$ cat config.mk
export PLATFORM = sky130hd
export DESIGN_NAME = spi_slave
export DESIGN_NICKNAME = d
export VERILOG_FILES = /design/src/rtl/spi_pkg.sv /design/src/rtl/spi_sync_edge.sv /design/src/rtl/spi_slave.sv
export SDC_FILE = /design/constraint.sdc
export NUM_CORES = 1
export LEC_CHECK = 0
export CAP_MARGIN = 5
export CORE_ASPECT_RATIO = 1.5
export CORE_UTILIZATION = 54
export DETAILED_ROUTE_END_ITERATION = 12
export PLACE_DENSITY = 0.86
export SETUP_SLACK_MARGIN = 0.02
export SLEW_MARGIN = 20
export SYNTH_ARGS = -nofsm -noshare
export SYNTH_HDL_FRONTEND = slang
export SYNTH_SLANG_ARGS = --single-unit
export TNS_END_PERCENT = 10
$ cat constraint.sdc
create_clock -name CLK50MHZ -period 2.6 [get_ports CLK50MHZ]
set_input_delay 0.52 -clock CLK50MHZ [delete_from_list [all_inputs] [get_ports CLK50MHZ]]
set_output_delay 0.52 -clock CLK50MHZ [all_outputs]
set_load 0.02 [all_outputs]
$ cat src/rtl/spi_pkg.sv
// spi_pkg: shared constants for the SPI responder slice.
//   - FSM state encodings used by spi_slave.
//   - SPI mode-0 edge selection (sample on rising sck, shift on falling sck).
//   - Minimum sck phase length, in CLK50MHZ cycles, the oversampler needs.
package spi_pkg;

   localparam logic [1:0] IDLE   = 2'd0;
   localparam logic [1:0] ACTIVE = 2'd1;
   localparam logic [1:0] FULL   = 2'd2;

   // Mode 0: CPOL=0 (sck idles low), CPHA=0 (sample on leading/rising edge).
   localparam bit CPOL           = 1'b0;
   localparam bit SAMPLE_ON_RISE = (CPOL == 1'b0);

   // Each sck phase must last at least this many system clocks (master DIV >= 6).
   localparam int unsigned MIN_OVERSAMPLE = 3;

endpackage

$ cat src/rtl/spi_sync_edge.sv
// spi_sync_edge: STAGES-deep synchronizer with registered rise/fall pulses.
// Ports:
//   CLK50MHZ  system clock
//   RST       synchronous active-high reset (clears the pulse outputs only)
//   din       asynchronous input pin
//   rise      one-cycle pulse after a synchronized 0->1 transition
//   fall      one-cycle pulse after a synchronized 1->0 transition
module spi_sync_edge
   import spi_pkg::*;
#(
   parameter int unsigned STAGES = 2
) (
   input  logic CLK50MHZ,
   input  logic RST,
   input  logic din,
   output logic rise,
   output logic fall
);

   logic [STAGES-1:0] sync_q;
   logic              hist_q;

   // The chain keeps tracking the pin through reset so that a level already
   // present when RST releases never looks like a fresh edge.
   always_ff @(posedge CLK50MHZ) begin
      sync_q <= {sync_q[STAGES-2:0], din};
      hist_q <= sync_q[STAGES-1];
   end

   always_ff @(posedge CLK50MHZ) begin
      if (RST) begin
         rise <= 1'b0;
         fall <= 1'b0;
      end else begin
         rise <= sync_q[STAGES-1] & ~hist_q;
         fall <= ~sync_q[STAGES-1] & hist_q;
      end
   end

endmodule

$ cat src/rtl/spi_slave.sv
// spi_slave: SPI mode-0 responder, MSB first, oversampled in the CLK50MHZ domain.
// One WIDTH-bit frame is received per chip-select window; the reply word is
// latched from tx_data on the synchronized cs falling edge.
// Optional feature: define SPI_SLAVE_MISO_OE_EN to add the miso_oe output
// (high while a frame is in progress) for tristating a shared MISO line.
// Ports:
//   CLK50MHZ   system clock
//   RST        synchronous active-high reset
//   spi_sck    serial clock from master (idles low)
//   spi_cs     chip select from master (active low)
//   spi_mosi   master-out data
//   spi_miso   slave-out data (0 outside frames)
//   tx_data    reply word, sampled at frame start
//   rx_data    last complete received frame
//   rx_valid   one-cycle pulse: rx_data updated
//   frame_err  one-cycle pulse: frame aborted before WIDTH bits
//   busy       high while a frame is in progress
//   miso_oe    (SPI_SLAVE_MISO_OE_EN only) MISO output enable
module spi_slave
   import spi_pkg::*;
#(
   parameter int unsigned WIDTH       = 32,
   parameter int unsigned SYNC_STAGES = 2
) (
   input  logic             CLK50MHZ,
   input  logic             RST,
   input  logic             spi_sck,
   input  logic             spi_cs,
   input  logic             spi_mosi,
   output logic             spi_miso,
   input  logic [WIDTH-1:0] tx_data,
   output logic [WIDTH-1:0] rx_data,
   output logic             rx_valid,
   output logic             frame_err,
   output logic             busy
`ifdef SPI_SLAVE_MISO_OE_EN
   ,
   output logic             miso_oe
`endif
);

   localparam int unsigned     CW       = $clog2(WIDTH + 1);
   localparam logic [CW-1:0]   CNT_FULL = CW'(WIDTH);

   logic sck_rise, sck_fall, cs_rise, cs_fall;
   logic sample_ev, shift_ev;

   spi_sync_edge #(.STAGES(SYNC_STAGES)) u_sck_sync (
      .CLK50MHZ (CLK50MHZ),
      .RST      (RST),
      .din      (spi_sck),
      .rise     (sck_rise),
      .fall     (sck_fall)
   );

   spi_sync_edge #(.STAGES(SYNC_STAGES)) u_cs_sync (
      .CLK50MHZ (CLK50MHZ),
      .RST      (RST),
      .din      (spi_cs),
      .rise     (cs_rise),
      .fall     (cs_fall)
   );

   assign sample_ev = SAMPLE_ON_RISE ? sck_rise : sck_fall;
   assign shift_ev  = SAMPLE_ON_RISE ? sck_fall : sck_rise;

   // mosi sees the same depth as the sck path (sync stages + registered edge)
   // so the bit presented with a sample pulse is the one on the pin at the edge.
   logic [SYNC_STAGES:0] mosi_dly_q;
   logic                 mosi_s;

   always_ff @(posedge CLK50MHZ) begin
      mosi_dly_q <= {mosi_dly_q[SYNC_STAGES-1:0], spi_mosi};
   end
   assign mosi_s = mosi_dly_q[SYNC_STAGES];

   logic [1:0]       state_q, state_d;
   logic [CW-1:0]    cnt_q, cnt_d;
   logic [WIDTH-1:0] tx_q, tx_d;
   logic [WIDTH-1:0] rx_q, rx_d;
   logic [WIDTH-1:0] rx_data_q, rx_data_d;
   logic             valid_q, valid_d;
   logic             err_q, err_d;
   logic             miso_q, miso_d;

   always_comb begin
      state_d   = state_q;
      cnt_d     = cnt_q;
      tx_d      = tx_q;
      rx_d      = rx_q;
      rx_data_d = rx_data_q;
      valid_d   = 1'b0;
      err_d     = 1'b0;
      miso_d    = miso_q;
      case (state_q)
         IDLE: begin
            miso_d = 1'b0;
            if (cs_fall) begin
               state_d = ACTIVE;
               tx_d    = tx_data;
               miso_d  = tx_data[WIDTH-1];
               cnt_d   = '0;
            end
         end
         ACTIVE: begin
            // cs rising takes priority over any sck edge in the same cycle.
            if (cs_rise) begin
               state_d = IDLE;
               miso_d  = 1'b0;
               if (cnt_q == CNT_FULL) begin
                  rx_data_d = rx_q;
                  valid_d   = 1'b1;
               end else begin
                  err_d = 1'b1;
               end
            end else if (cnt_q == CNT_FULL) begin
               rx_data_d = rx_q;
               valid_d   = 1'b1;
               state_d   = FULL;
               miso_d    = 1'b0;
            end else if (sample_ev) begin
               rx_d  = {rx_q[WIDTH-2:0], mosi_s};
               cnt_d = cnt_q + CW'(1);
            end else if (shift_ev) begin
               // Rotate rather than shift: only the MSB is ever driven out.
               tx_d   = {tx_q[WIDTH-2:0], tx_q[WIDTH-1]};
               miso_d = tx_q[WIDTH-2];
            end
         end
         FULL: begin
            miso_d = 1'b0;
            if (cs_rise) begin
               state_d = IDLE;
            end
         end
         default: begin
            state_d = IDLE;
            miso_d  = 1'b0;
         end
      endcase
   end

   always_ff @(posedge CLK50MHZ) begin
      if (RST) begin
         state_q   <= IDLE;
         cnt_q     <= '0;
         tx_q      <= '0;
         rx_q      <= '0;
         rx_data_q <= '0;
         valid_q   <= 1'b0;
         err_q     <= 1'b0;
         miso_q    <= 1'b0;
      end else begin
         state_q   <= state_d;
         cnt_q     <= cnt_d;
         tx_q      <= tx_d;
         rx_q      <= rx_d;
         rx_data_q <= rx_data_d;
         valid_q   <= valid_d;
         err_q     <= err_d;
         miso_q    <= miso_d;
      end
   end

   assign spi_miso  = miso_q;
   assign rx_data   = rx_data_q;
   assign rx_valid  = valid_q;
   assign frame_err = err_q;
   assign busy      = (state_q != IDLE);
`ifdef SPI_SLAVE_MISO_OE_EN
   assign miso_oe   = (state_q != IDLE);
`endif

endmodule

==> metrics.yaml, run 1 <==
status: "complete, no violations"
drc_violations: 0
number_of_diodes_added_for_antenna_fixing: 0
placement.io_buffers: 72
net_total_in_the_final_layout: 649
p_comb_share_pct: 6.2
row_count: 42
floorplan.die.height_um: 119
report.final.hold_viol_count: 0
post_layout_instance_count_excluding_filler_cells: 733
setup_repair_after_global_routing_missed_its_margin: "no"
library_cell_contributing_the_largest_single_delay_on_the_critical_path: "a31o_2"
largest_net_degree_at_the_start_of_global_routing: 60
fin_crit_ns: 2.41
power.share.switching_pct: 21.7
timing_worst_setup_path_type: "reg2reg"
p_int_uw: 3370
setup-tns-final_ns: 0
synth_xor_xnor_area_share_pct: 0
crit_path_max_fanout: 32
synth_top_family_by_area: "compound AO/OA/AOI/OAI gates"
synthAdderAreaFrac_pct: 0.512
start_util_pct: 55.4
first_global_vias: 3931
synth.top_cells.by_area: "dfxtp_1 49%, nand2_1 10%, a211oi_2 7.7%"
seq_area_frac_synth_pct: 49.2
cts.hold.buffers_added: 0
synth_mux_area_share_pct: 0.230
cp_data_arrival_time_ns: 2.65
drt-vias-per-instance: 5.55
timing.critical_path.max_delay_family: "compound AO/OA/AOI/OAI gates"
htreeDepth: 4
yosys.cell_count.top_type: "nand2_1"
post_cts_resize_count: 0
worst-endpoint-required_ns: 2.84
place_hpwl_mm: 6.26
gp_routability_congestion: 0.873
clock_power_share_pct: 49.5
number_of_enable_flip_flop_cells_after_synthesis: 0
synth_seq_cells: 120
synth_simple_gate_area_share_pct: 22.4
via_count: 4070
tightest_slew_ns: 1.00
async_flop_share_pct: 0
detail_route.wl_per_cell_um: 13.8
grt_pass1_wl_mm: 17.3
maxClockFrequency_mhz: 414
power_switching_uw: 936
die_w_um: 79.7
boundaryPins: 73
synthToLayoutAreaGrowth_pct: 26.5
min_period_over_period_pct: 92.8
placed_cells_incl_taps: 701
cap_violations: 0
synth_top_cell_area_share_pct: 49.2
postCtsSetupRepairBufs: 0
ant_nets: 0
floorplan.core_area_mm2: 0.00883
drive_gt1_share_pct: 13.0
pwr-share-seq_pct: 44.3
synth_area_mm2: 0.00489
cts_sinks: 120
clk_path_buf_depth: 2
path_buf_inv: 1
max-slew-margin-rel_pct: 33.1
initialDrtViolationCount: 245
worst_skew_pair.late_latency_ns: 0.41
p_per_area_mw_per_mm2: 697
clk_pin_slew_ns: 0.05
timing.critical_path.to_type: "flop"
ir_worst_vdd_mv: 0.488
finalWirelength_mm: 10.1
ys.warnings.count: 0
number_of_nets_produced_by_synthesis: 595
clock_tree_from_tritoncts: "built"
leakage_uw: 0.00204
design.die.area_mm2: 0.00944
grtUsageTotal_pct: 23.4
grt_antenna_before_repair: 0
timing.critical_path.from_type: "flop"
synthDominantAreaCellType: "dfxtp_1"
yosys_most_used_dff: "dfxtp_1"
cp_cell_sequence: "inv_1 -> ha_1 -> nor4b_4 -> a21oi_2 -> a31o_2 -> a211oi_2"
syn-mean-instance-area_um2: 8.79
timing_max_transition_violations_final: 0
synth_commonest_cells: "133 x nand2_1, 120 x dfxtp_1, 69 x a21oi_1"
clockRootBuffer: "clkbuf_16"
setup_clock_skew_after_layout_ns: 0.00686
complex_gate_fraction_of_the_synthesized_area_pct: 22.9
endpoints_failing_setup: 0
type_of_the_most_critical_hold_path: "reg2reg"
post_syn_instances: 556
max_stage_delay_ns: 0.87
globalRouteOverflowTotal: 0
cts_made_buffers: 17
drt_pre_antenna_iters: 4
distinct_cell_type_count_after_synthesis: 38
-- per-stage QoR --
step	total power, uW	setup WS (ns)	hold WS (ns)	util (%)	instance area (um^2)
global route	4470	0.0485	0.331	70.0	6180
detailed placement	2210	0.208	0.313	63.7	5620
floorplan	2120	0.667	0.310	-	4890
global placement	2200	0.347	0.312	63.7	5620
finish	4310	0.186	0.322	70.0	6180
CTS	4350	0.181	0.325	70.0	6180
-- layer usage --
metal / vias to the layer above / GRT usage, % / routed length (um)
li1: 2036 / - / -
met1: 1906 / 26.4 / 4050
met2: 102 / 39.4 / 5390
met3: 26 / 7.34 / 477
met4: 0 / 10.5 / 212
met5: - / 0 / 0
-- power by group through the flow --
stage / Combinational [uW] / Sequential, uW / Clock, uW
after floorplan: 184 / 1940 / 0
after global placement: 255 / 1940 / 0
after detailed placement: 266 / 1940 / 0
after CTS: 268 / 1910 / 2170
after global routing: 291 / 1910 / 2270
final: 266 / 1910 / 2130
-- layout by cell type, fill, tap and decap left out, drive strengths merged, types with 4 or more instances in the layout --
| cell type | netlist | final |
|---|---|---|
| a211oi | 65 | 65 |
| a21oi | 70 | 70 |
| buf | 15 | 12 |
| clkbuf | 33 | 25 |
| clkdlybuf4s50 | 0 | 71 |
| clkinv | 0 | 6 |
| dfxtp | 120 | 120 |
| inv | 5 | 5 |
| nand2 | 133 | 133 |
| nand2b | 6 | 6 |
| nand3 | 5 | 5 |
| nor2 | 4 | 4 |
| nor2b | 35 | 35 |
| nor3 | 35 | 35 |
| nor3b | 5 | 5 |
-- final timing paths --
path                                             from               endpoint  slack (ns)  cells after the start
worst min register to register  mosi_dly_q[1]$_DFF_P_  mosi_dly_q[2]$_DFF_P_        0.32                      0
worst max-delay path            cnt_q[0]$_SDFFE_PP0P_  tx_q[10]$_SDFFE_PP0P_        0.19                      6
worst max register to register  cnt_q[0]$_SDFFE_PP0P_  tx_q[10]$_SDFFE_PP0P_        0.19                      6
worst min-delay path            mosi_dly_q[1]$_DFF_P_  mosi_dly_q[2]$_DFF_P_        0.32                      0
-- cell type report --
class                      instances  area, um^2
fill                             687        2650
sequential                       120        2400
multi-input combinational        383        2260
timing repair buffer              83         801
clock buffer                      25         515
tap                              110         138
clock inverter                     7        41.3
inverter                           5        18.8
-- cell families after synthesis --
family | count (synthesis)
simple gates | 232
fa+ha+maj | 2
mux | 1
flops | 120
buf+inv | 53
compound gates | 148
-- registers in the layout (all words and copies together) (netlist names) --
name	cells
u_cs_sync.sync_q	2
u_sck_sync.rise	1
cnt_q	6
tx_q	32
u_sck_sync.sync_q	2
rx_q	32
frame_err	1
u_cs_sync.rise	1
rx_valid	1
u_sck_sync.hist_q	1
rx_data	32
u_sck_sync.fall	1
u_cs_sync.hist_q	1
u_cs_sync.fall	1
spi_miso	1
mosi_dly_q	3
state_q	2
No activity file was read; power rests on OpenSTA's default activity.
==> run 2: changes to the inputs <==
Settings changed: CORE_UTILIZATION 54 to 53, PLACE_DENSITY 0.86 to 0.85, SYNTH_HIERARCHICAL set to 1.
==> run 2 against run 1 <==
Hold slack better by 0.00071 ns. Critical path depth down 4. Flip-flop and latch count stayed put. Register-to-register slack better by 0.44 ns. Critical endpoint is now busy. Highest routed layer unchanged. Fmax is 10% higher. Global-route usage down 0.13 points. Synthesized cell count shrank 8.5%. Final cell count decreased by 6.4%. Synthesized area down 4.1%. First-iteration DRC count is 3.7% lower. Non-clock buffer count is 1 lower. Largest power group unchanged. Clock power about the same.
==> metrics.yaml, run 2 <==
detail_route.wl_per_cell_um: 14.1
number_of_enable_flip_flop_cells_after_synthesis: 0
placement.io_buffers: 72
synth_area_mm2: 0.00468
p_total_uw: 4270
initialDrtViolationCount: 236
min_period_over_period_pct: 84.1
ys.warnings.count: 6
net_total_in_the_final_layout: 607
drc_violations: 0
max_stage_delay_ns: 0.55
mostFrequentLayoutCells: "129 x nand2_1, 119 x dfxtp_1, 71 x clkdlybuf4s50_1"
synth_commonest_cells: "129 x nand2_1, 120 x dfxtp_1, 68 x a21oi_1"
endpoints_failing_setup: 0
place_hpwl_mm: 6.15
first_global_vias: 3635
timing.critical_path.to_type: "output pin"
cts_sinks: 120
cts.hold.buffers_added: 0
post_layout_instance_count_excluding_filler_cells: 686
floorplan.die.height_um: 117
cp_data_arrival_time_ns: 1.67
crit_path_max_fanout: 7
max-slew-margin-rel_pct: 50.1
grtUsageTotal_pct: 23.2
maxClockFrequency_mhz: 457
worst_skew_pair.late_latency_ns: 0.41
timing_worst_setup_path_type: "reg2out"
timing_max_transition_violations_final: 0
largest_net_degree_at_the_start_of_global_routing: 69
synth_top_cell_area_share_pct: 51.3
drt_pre_antenna_iters: 4
yosys.cell_count.top_type: "nand2_1"
ant_nets: 0
drive_gt1_share_pct: 12.6
number_of_diodes_added_for_antenna_fixing: 0
worst-endpoint-required_ns: 2.08
yosys_most_used_dff: "dfxtp_1"
die_w_um: 78.8
library_cell_contributing_the_largest_single_delay_on_the_critical_path: "clkdlybuf4s50_1"
drt-vias-per-instance: 5.52
clk_pin_slew_ns: 0.05
fin_crit_ns: 2.19
gp_routability_congestion: 0.863
tightest_slew_ns: 0.749
cp_cell_sequence: "or2_2 -> clkdlybuf4s50_1"
via_count: 3786
globalRouteOverflowTotal: 0
path_buf_inv: 1
row_count: 41
setup_clock_skew_after_layout_ns: 0.00669
p_per_area_mw_per_mm2: 713
number_of_nets_produced_by_synthesis: 548
cts_made_buffers: 17
placed_cells_incl_taps: 656
post_syn_instances: 509
seq_area_frac_synth_pct: 51.3
timing.critical_path.from_type: "flop"
synth_seq_cells: 120
post_cts_resize_count: 0
clock_tree_from_tritoncts: "built"
leakage_uw: 0.00196
postCtsSetupRepairBufs: 0
htreeDepth: 4
synth.top_cells.by_area: "dfxtp_1 51%, nand2_1 10%, a211oi_2 8.0%"
grt_antenna_before_repair: 0
async_flop_share_pct: 0
synthToLayoutAreaGrowth_pct: 27.8
distinct_cell_type_count_after_synthesis: 36
clk_path_buf_depth: 2
synthDominantAreaCellType: "dfxtp_1"
status: "complete, no violations"
report.final.hold_viol_count: 0
floorplan.core_area_mm2: 0.00852
cap_violations: 0
layout_commonest_cell: "nand2_1"
boundaryPins: 73
design.die.area_mm2: 0.00923
setup_repair_after_global_routing_missed_its_margin: "no"
setup-tns-final_ns: 0
syn-mean-instance-area_um2: 9.20
timing.critical_path.max_delay_family: "buffers and inverters"
grt_pass1_wl_mm: 16.3
finalWirelength_mm: 9.68
type_of_the_most_critical_hold_path: "reg2reg"
clockRootBuffer: "clkbuf_16"
ir_worst_vdd_mv: 0.497
start_util_pct: 55.0
-- run 2: changes by cell type in the layout (fill, tap and decap cells not counted), moves of 4 or more --
| cell | delta |
|---|---|
| nor2b_1 | -34 |
| mux2i_1 | +33 |
| a211oi_1 | -32 |
| clkinv_2 | -5 |
| a31oi_1 | +4 |
| nand2_1 | -4 |
| nand3_1 | +4 |
-- run 2: metrics by stage --
| stage | utilization [%] | worst slack, ns | hold WS, ns | cell area [um^2] |
|---|---|---|---|---|
| global placement | 63.9 | 0.761 | 0.313 | 5440 |
| floorplan | - | 0.760 | 0.310 | 4680 |
| finish | 70.3 | 0.413 | 0.323 | 5990 |
| global route | 70.3 | 0.343 | 0.323 | 5990 |
| detailed placement | 63.9 | 0.649 | 0.314 | 5440 |
| CTS | 70.3 | 0.394 | 0.326 | 5990 |
-- run 2: layout make-up --
type,instances,area [um^2]
flip-flops and latches,120,2400
multi-input cells,343,2080
well taps,107,134
fillers,646,2530
clock inverters,1,7.51
inverters,4,15.0
repair buffers,82,806
clock buffers,29,541
-- run 2: worst reg2reg max path: stages (launching register included) --
cell and delay [ns]:
dfxtp_1 0.37, inv_1 0.07, ha_1 0.19, nor4b_4 0.16, a2111oi_4 0.37, buf_4 0.38
nor3_1 0.13, a211oi_2 0.22
-- run 2: worst paths after layout --
kind / from / endpoint / slack [ns] / cells past startpoint
min: mosi_dly_q[0]$_DFF_P_ / mosi_dly_q[1]$_DFF_P_ / 0.32 / 0
max reg2reg: cnt_q[0]$_SDFFE_PP0P_ / tx_q[14]$_SDFFE_PP0P_ / 0.63 / 7
max: state_q[1]$_SDFFE_PP0P_ / busy / 0.41 / 2
min reg2reg: mosi_dly_q[0]$_DFF_P_ / mosi_dly_q[1]$_DFF_P_ / 0.32 / 0
-- run 2: where the power goes --
group	switching [uW]	internal, uW
Combinational	126	123
Clock	729	1380
Sequential	23.6	1880
Total	879	3390
-- run 2: per-layer routing --
metal	up-vias	routed length [um]	GRT usage, %
met5	-	0	0
met3	11	456	10.0
met4	0	125	9.75
li1	1884	-	-
met1	1795	3760	23.4
met2	96	5340	41.7
-- run 2: cells by family (layout without fill, tap and decap cells) --
| family | after synthesis | count (layout) | synth area share [%] |
|---|---|---|---|
| muxes | 33 | 33 | 7.05 |
| and+or+nand+nor | 195 | 195 | 18.6 |
| DFF | 120 | 120 | 51.3 |
| adders and majority gates | 2 | 2 | 0.534 |
| AOI/OAI and AO/OA | 113 | 113 | 18.1 |
| buffers and inverters | 46 | 116 | 4.41 |
